[src/rtl/dcache_victim_ctrl_pkg.sv]
// rtl/dcache_victim_ctrl_pkg.sv - widths, line/tag types and FSM states for the victim-cache miss controller
package dcache_vc_pkg;
    localparam int DCACHE_LINE_WIDTH = 128;
    localparam int DCACHE_TAG_BITS   = 23;
    localparam int VICTIM_NO_OF_SETS = 4;

    typedef logic [DCACHE_TAG_BITS-1:0]   tag_t;
    typedef logic [DCACHE_LINE_WIDTH-1:0] line_t;

    typedef enum logic [2:0] {
        IDLE,
        PROBE,
        VC_WR,
        WB,
        MEM_RD,
        RESP
    } vc_state_e;
endpackage

[src/rtl/dcache_victim_ctrl_if.sv]
// rtl/dcache_victim_ctrl_if.sv - line-granular memory port (req/ack handshake) between the miss controller and memory
interface dcache_victim_ctrl_if;
    import dcache_vc_pkg::*;

    logic  req;
    logic  we;
    tag_t  addr;
    line_t wdata;
    logic  ack;
    line_t rdata;

    modport master (output req, we, addr, wdata, input ack, rdata);
    modport slave  (input req, we, addr, wdata, output ack, rdata);
endinterface

[src/rtl/dcache_victim_ctrl.sv]
// rtl/dcache_victim_ctrl.sv - L1 miss controller: victim probe/fill, writeback, memory refill
// Victim cache path enabled by DCACHE_VICTIM_EN; without it every miss reads memory.
module dcache_victim_ctrl
    import dcache_vc_pkg::*;
(
    input  logic  clk,
    input  logic  rst,
    input  logic  miss_req_i,
    input  tag_t  miss_addr_i,
    input  logic  evict_valid_i,
    input  logic  evict_dirty_i,
    input  tag_t  evict_addr_i,
    input  line_t evict_data_i,
    output logic  fill_valid_o,
    output line_t fill_data_o,
    output tag_t  vc_tag_o,
    output line_t vc_data_o,
    output logic  vc_wr_o,
    input  logic  vc_hit_i,
    input  line_t vc_rdata_i,
    dcache_victim_ctrl_if.master mem
);
    vc_state_e state_q;
    tag_t      miss_addr_q;
    line_t     line_q;
    logic      fill_valid_q;
    logic      mem_req_q;
    logic      mem_we_q;
    tag_t      mem_addr_q;
    line_t     mem_wdata_q;
    logic      wb_hit;

`ifdef DCACHE_VICTIM_EN
    logic  evict_valid_q;
    logic  evict_dirty_q;
    tag_t  evict_addr_q;
    line_t evict_data_q;
    logic  hit_q;
    logic  vc_wr_q;
    tag_t  vc_tag_q;
    line_t vc_data_q;
    logic  probe_hit;

    // Victim tags reset to 0, so a zero-address probe would match empty slots.
    assign probe_hit = vc_hit_i && (miss_addr_q != '0);
    assign wb_hit    = hit_q;
    assign vc_tag_o  = vc_tag_q;
    assign vc_data_o = vc_data_q;
    assign vc_wr_o   = vc_wr_q;
`else
    logic unused_vc;
    assign unused_vc = ^{vc_hit_i, vc_rdata_i};
    assign wb_hit    = 1'b0;
    assign vc_tag_o  = '0;
    assign vc_data_o = '0;
    assign vc_wr_o   = 1'b0;
`endif

    always_ff @(posedge clk or negedge rst) begin
        if (!rst) begin
            state_q      <= IDLE;
            miss_addr_q  <= '0;
            line_q       <= '0;
            fill_valid_q <= 1'b0;
            mem_req_q    <= 1'b0;
            mem_we_q     <= 1'b0;
            mem_addr_q   <= '0;
            mem_wdata_q  <= '0;
`ifdef DCACHE_VICTIM_EN
            evict_valid_q <= 1'b0;
            evict_dirty_q <= 1'b0;
            evict_addr_q  <= '0;
            evict_data_q  <= '0;
            hit_q         <= 1'b0;
            vc_wr_q       <= 1'b0;
            vc_tag_q      <= '0;
            vc_data_q     <= '0;
`endif
        end else begin
            case (state_q)
                IDLE: begin
                    if (miss_req_i) begin
                        miss_addr_q <= miss_addr_i;
`ifdef DCACHE_VICTIM_EN
                        evict_valid_q <= evict_valid_i;
                        evict_dirty_q <= evict_dirty_i;
                        evict_addr_q  <= evict_addr_i;
                        evict_data_q  <= evict_data_i;
                        vc_tag_q      <= miss_addr_i;
                        state_q       <= PROBE;
`else
                        mem_req_q <= 1'b1;
                        if (evict_valid_i && evict_dirty_i) begin
                            state_q     <= WB;
                            mem_we_q    <= 1'b1;
                            mem_addr_q  <= evict_addr_i;
                            mem_wdata_q <= evict_data_i;
                        end else begin
                            state_q    <= MEM_RD;
                            mem_we_q   <= 1'b0;
                            mem_addr_q <= miss_addr_i;
                        end
`endif
                    end
                end
`ifdef DCACHE_VICTIM_EN
                PROBE: begin
                    hit_q  <= probe_hit;
                    line_q <= vc_rdata_i;
                    if (evict_valid_q) begin
                        state_q   <= VC_WR;
                        vc_wr_q   <= (evict_addr_q != '0);
                        vc_tag_q  <= evict_addr_q;
                        vc_data_q <= evict_data_q;
                    end else if (probe_hit) begin
                        state_q      <= RESP;
                        fill_valid_q <= 1'b1;
                    end else begin
                        state_q    <= MEM_RD;
                        mem_req_q  <= 1'b1;
                        mem_we_q   <= 1'b0;
                        mem_addr_q <= miss_addr_q;
                    end
                end
                VC_WR: begin
                    vc_wr_q   <= 1'b0;
                    vc_tag_q  <= miss_addr_q;
                    vc_data_q <= '0;
                    if (evict_dirty_q) begin
                        state_q     <= WB;
                        mem_req_q   <= 1'b1;
                        mem_we_q    <= 1'b1;
                        mem_addr_q  <= evict_addr_q;
                        mem_wdata_q <= evict_data_q;
                    end else if (hit_q) begin
                        state_q      <= RESP;
                        fill_valid_q <= 1'b1;
                    end else begin
                        state_q    <= MEM_RD;
                        mem_req_q  <= 1'b1;
                        mem_we_q   <= 1'b0;
                        mem_addr_q <= miss_addr_q;
                    end
                end
`endif
                WB: begin
                    if (mem.ack) begin
                        mem_we_q    <= 1'b0;
                        mem_wdata_q <= '0;
                        if (wb_hit) begin
                            state_q      <= RESP;
                            mem_req_q    <= 1'b0;
                            fill_valid_q <= 1'b1;
                        end else begin
                            // Read request follows the writeback without dropping req.
                            state_q    <= MEM_RD;
                            mem_addr_q <= miss_addr_q;
                        end
                    end
                end
                MEM_RD: begin
                    if (mem.ack) begin
                        state_q      <= RESP;
                        mem_req_q    <= 1'b0;
                        line_q       <= mem.rdata;
                        fill_valid_q <= 1'b1;
                    end
                end
                RESP: begin
                    fill_valid_q <= 1'b0;
                    state_q      <= IDLE;
                end
                default: state_q <= IDLE;
            endcase
        end
    end

    assign fill_valid_o = fill_valid_q;
    assign fill_data_o  = line_q;
    assign mem.req      = mem_req_q;
    assign mem.we       = mem_we_q;
    assign mem.addr     = mem_addr_q;
    assign mem.wdata    = mem_wdata_q;
endmodule

[src/flat_wrapper.sv]
// flat-port wrapper written by rule: the top's interface ports become plain ports
module dcache_victim_ctrl_flat import dcache_vc_pkg::*;
  (clk, rst, miss_req_i, miss_addr_i, evict_valid_i, evict_dirty_i, evict_addr_i, evict_data_i, fill_valid_o, fill_data_o, vc_tag_o, vc_data_o, vc_wr_o, vc_hit_i, vc_rdata_i, mem_req, mem_we, mem_addr, mem_wdata, mem_ack, mem_rdata);
  dcache_victim_ctrl_if mem_i ();
  input  logic clk;
  input  logic rst;
  input  logic miss_req_i;
  input  tag_t miss_addr_i;
  input  logic evict_valid_i;
  input  logic evict_dirty_i;
  input  tag_t evict_addr_i;
  input  line_t evict_data_i;
  output logic fill_valid_o;
  output line_t fill_data_o;
  output tag_t vc_tag_o;
  output line_t vc_data_o;
  output logic vc_wr_o;
  input  logic vc_hit_i;
  input  line_t vc_rdata_i;
  output wire logic [$bits(mem_i.req)-1:0] mem_req;
  output wire logic [$bits(mem_i.we)-1:0] mem_we;
  output wire logic [$bits(mem_i.addr)-1:0] mem_addr;
  output wire logic [$bits(mem_i.wdata)-1:0] mem_wdata;
  input wire logic [$bits(mem_i.ack)-1:0] mem_ack;
  input wire logic [$bits(mem_i.rdata)-1:0] mem_rdata;
  assign mem_req = mem_i.req;
  assign mem_we = mem_i.we;
  assign mem_addr = mem_i.addr;
  assign mem_wdata = mem_i.wdata;
  assign mem_i.ack = mem_ack;
  assign mem_i.rdata = mem_rdata;
  dcache_victim_ctrl u_core (.clk(clk), .rst(rst), .miss_req_i(miss_req_i), .miss_addr_i(miss_addr_i), .evict_valid_i(evict_valid_i), .evict_dirty_i(evict_dirty_i), .evict_addr_i(evict_addr_i), .evict_data_i(evict_data_i), .fill_valid_o(fill_valid_o), .fill_data_o(fill_data_o), .vc_tag_o(vc_tag_o), .vc_data_o(vc_data_o), .vc_wr_o(vc_wr_o), .vc_hit_i(vc_hit_i), .vc_rdata_i(vc_rdata_i), .mem(mem_i));
endmodule
[config.mk]
export PLATFORM = sky130hd
export DESIGN_NAME = dcache_victim_ctrl_flat
export DESIGN_NICKNAME = d
export VERILOG_FILES = /design/src/rtl/dcache_victim_ctrl_pkg.sv /design/src/rtl/dcache_victim_ctrl_if.sv /design/src/rtl/dcache_victim_ctrl.sv /design/src/flat_wrapper.sv
export SDC_FILE = /design/constraint.sdc
export NUM_CORES = 1
export LEC_CHECK = 0
export CAP_MARGIN = 20
export CORE_AREA = 2 2 341 343
export CTS_BUF_LIST = sky130_fd_sc_hd__clkbuf_4 sky130_fd_sc_hd__clkbuf_8 sky130_fd_sc_hd__clkbuf_16
export DETAILED_ROUTE_END_ITERATION = 10
export DIE_AREA = 0 0 343 345
export REMOVE_ABC_BUFFERS = 1
export SLEW_MARGIN = 20
export SYNTH_ARGS = -nofsm -noshare
export SYNTH_HDL_FRONTEND = slang
export SYNTH_SLANG_ARGS = --single-unit
[constraint.sdc]
create_clock -name clk -period 4.76 [get_ports clk]
set_input_delay 0.476 -clock clk [delete_from_list [all_inputs] [get_ports clk]]
set_output_delay 0.476 -clock clk [all_outputs]
set_load 0.005 [all_outputs]
==> flow_metrics.tcl <==
set metrics [dict create \
    cts_buffers 39 \
    cts_sinks 308 \
    row_count 125 \
    grt_max_degree 113 \
    drt_iter0_drc 241 \
    r2r-start "u_core.state_q[0]" \
    die_h_um 345 \
    crit_end "u_core.mem.wdata[124]" \
    grt_util_all_layers_pct 7.44 \
    setup_viol 0 \
    finalClockSkew_ps 8.08 \
    arrival_ps 3190 \
    core_area_um2 115000 \
    ctsHoldBuffers 1 \
    htreeDepth 2 \
    place_congestion 0.727 \
    layout-drive-gt1-share_pct 16.3 \
    ctsLongestPathBuffers 3 \
    ys_types 26 \
    synth_area_um2 12800 \
    synth-warning-count 0 \
    power_frac_comb_pct 39.0 \
    vias 9465 \
    insertion_delay_ps 560 \
    ys_seq_area_share_pct 60.1 \
    place_inst 2988 \
    clock_power_share_pct 24.5 \
    ant_nets 0 \
    outcome "finished clean" \
    finalCriticalPeriod_ps 2750 \
    hold_viol 0 \
    syn_area_per_cell_um2 14.0 \
    dp_hpwl_mm 33.9 \
    worstSetupPathType "flop to flop" \
    die_area_um2 118000 \
    fin_util_pct 18.6 \
    whs_ps 460 \
    crit_start "u_core.state_q[0]" \
    worst_slew_pin_slew_ps 959 \
    fp.dieW_um 343 \
    timing.setup.tns_ps 0 \
    setup.worst_path.start_class "flop" \
    grt_pass1_wl_mm 65.6 \
    cp.required_ps 5200 \
    place.port_buffers 589 \
    dr.pass1.iters 4 \
    fmax_ghz 0.364 \
    antenna_found_initial 5 \
    fin_crit_sh_pct 57.8 \
    nFillCells 12600 \
    rrSetupSlack_ps 2010 \
    p_sw_share_pct 28.0 \
    worst_r2r_endpoint "u_core.mem.wdata[124]" \
    start_util_pct 11.1 \
    syn_inst 918 \
    grt_overflow_total 0 \
    drc 0 \
    ctsResizeCount 0 \
    fin_nets 1943 \
    vias_per_cell 3.09 \
    min_path_type "input port to asynchronous set/reset pin" \
    crit_path_end_kind "flop" \
    relSlewSlack_pct 35.9 \
    post_cts_buffers 0 \
    regArea_um2 7710 \
    pwr-share-seq_pct 36.5 \
    cts.clk_slew.worst_paths_ps 60 \
    p_switching_mw 3.57 \
    pin_count 871 \
    multiInputGateArea_um2 4220 \
    grt_pass1_vias 9616 \
    cts_tree "done" \
    internal_power_mw 9.17 \
    grt_setup_unrepaired "no" \
    cts_root_buf "clkbuf_16" \
    worst_ir_drop_vdd_mv 0.323 \
    stdcell_count 3061 \
    layout-area-overhead-vs-synth_pct 66.6 \
    drt-total-wl_mm 46.2 \
    drv_cap 0 \
    slew_viol_final 0 \
    synth.ff_latch_count 308 \
    r2r.worst_path.cells 6 \
    critPathMaxFanout 112 \
    power.density_nw_per_um2 597 \
    wire_per_inst_um 15.1 \
    p_leak_nw 8.84 \
]
==> layer usage <==
metal | part of all wire [%] | vias to the layer above | GRT usage [%]
li1 | - | 4212 | -
met1 | 40 | 4666 | 8.73
met2 | 46 | 525 | 12.1
met3 | 11 | 60 | 3.27
met4 | 2.6 | 2 | 2.34
met5 | 0.028 | - | 0
==> power by group through the flow <==
| stage | clock [mW] | combinational (mW) | sequential (mW) |
|---|---|---|---|
| after detailed placement | 0 | 5.09 | 4.67 |
| after global placement | 0 | 5.05 | 4.65 |
| final | 3.12 | 4.97 | 4.65 |
| after CTS | 3.28 | 5.10 | 4.67 |
| after global routing | 3.38 | 5.35 | 4.82 |
| after floorplan | 0 | 1.71 | 4.69 |
==> synthesized netlist by cell type <==
library cell,count,area share (%)
dfrtp_1,308,60
buf_4,164,9.6
mux2_2,151,13
a22o_1,128,8.7
buf_2,36,1.4
a211oi_1,23,1.3
and3_1,23,1.1
o22ai_1,23,1.1
o2bb2ai_1,23,1.6
clkbuf_1,16,0.47
inv_1,4,0.12
nand2_1,3,0.088
a21o_1,2,0.12
nor2_1,2,0.059
a211o_1,1,0.068
a21oi_1,1,0.039
a31oi_1,1,0.049
a32oi_1,1,0.068
and3b_1,1,0.068
and4b_1,1,0.078
conb_1,1,0.029
nand3b_1,1,0.059
nor2b_1,1,0.049
nor4b_4,1,0.19
o21bai_1,1,0.059
o31ai_1,1,0.059
==> final cells by class <==
cell class,count,share of cell area (%)
antenna,2,0.0234
clock buffer,60,5.66
clock inverter,10,0.656
inverter,4,0.0703
multi-input combinational,541,19.8
sequential,308,36.1
tap,1524,8.93
timing repair buffer,612,28.8
==> sequential cells by signal, indices dropped and copies added (netlist names) <==
name                 count
u_core.fill_data_o     128
u_core.mem.we            1
u_core.fill_valid_o      1
u_core.mem.wdata       128
u_core.miss_addr_q      23
u_core.mem.addr         23
u_core.mem.req           1
u_core.state_q           3
==> metrics by stage <==
step | instance area [um2] | worst slack, ps | total power [mW]
after floorplan | 11900 | -2200 | 6.40
after global placement | 20000 | 1350 | 9.70
after detailed placement | 20000 | 1360 | 9.75
after CTS | 21400 | 1940 | 13.0
after global routing | 21400 | 1830 | 13.6
final | 21400 | 2010 | 12.7
==> cells in the final DEF, fill, tap and decap left out, types with 2 or more instances in the layout <==
cell,instances
clkbuf_16,39
bufinv_16,3
clkinv_2,3
inv_1,4
clkbuf_4,9
nand2_1,3
diode_2,2
and3_1,23
dfrtp_1,308
clkbuf_8,12
buf_12,6
clkdlybuf4s50_1,588
conb_1,152
o2bb2ai_1,23
buf_4,16
a22o_1,128
inv_6,3
a21o_1,2
a211oi_1,23
mux2_2,151
o22ai_1,23
==> worst max-delay path, stage by stage, from the launching register on <==
cell     delay [ps]
dfrtp_1         480
nor4b_4         300
buf_4           310
buf_4           400
a31oi_4         370
buf_12          340
a22o_1          290
==> cells by family (layout without fill, tap and decap cells) <==
group | after synthesis | in the layout | share of synthesized area [%]
multiplexers | 151 | 151 | 13.3
other | 1 | 154 | 0.0293
flip-flops | 308 | 308 | 60.1
AO/OA/AOI/OAI | 205 | 205 | 13.2
AND/OR/NAND/NOR | 33 | 33 | 1.71
buffers and inverters | 220 | 686 | 11.6
==> how the worst min path moves through the flow <==
stage	from	end	slack, ps	cells past startpoint
final	rst	u_core.mem.wdata[2]	460	2
after global routing	evict_data_i[63]	u_core.mem.wdata[63]	460	2
after CTS	rst	u_core.mem.wdata[2]	430	2
after detailed placement	rst	u_core.mem.wdata[2]	470	1
after global placement	u_core.mem.we	u_core.mem.we	460	1
after floorplan	rst	u_core.fill_data_o[0]	180	0
No activity file was read; power rests on OpenSTA's default activity.
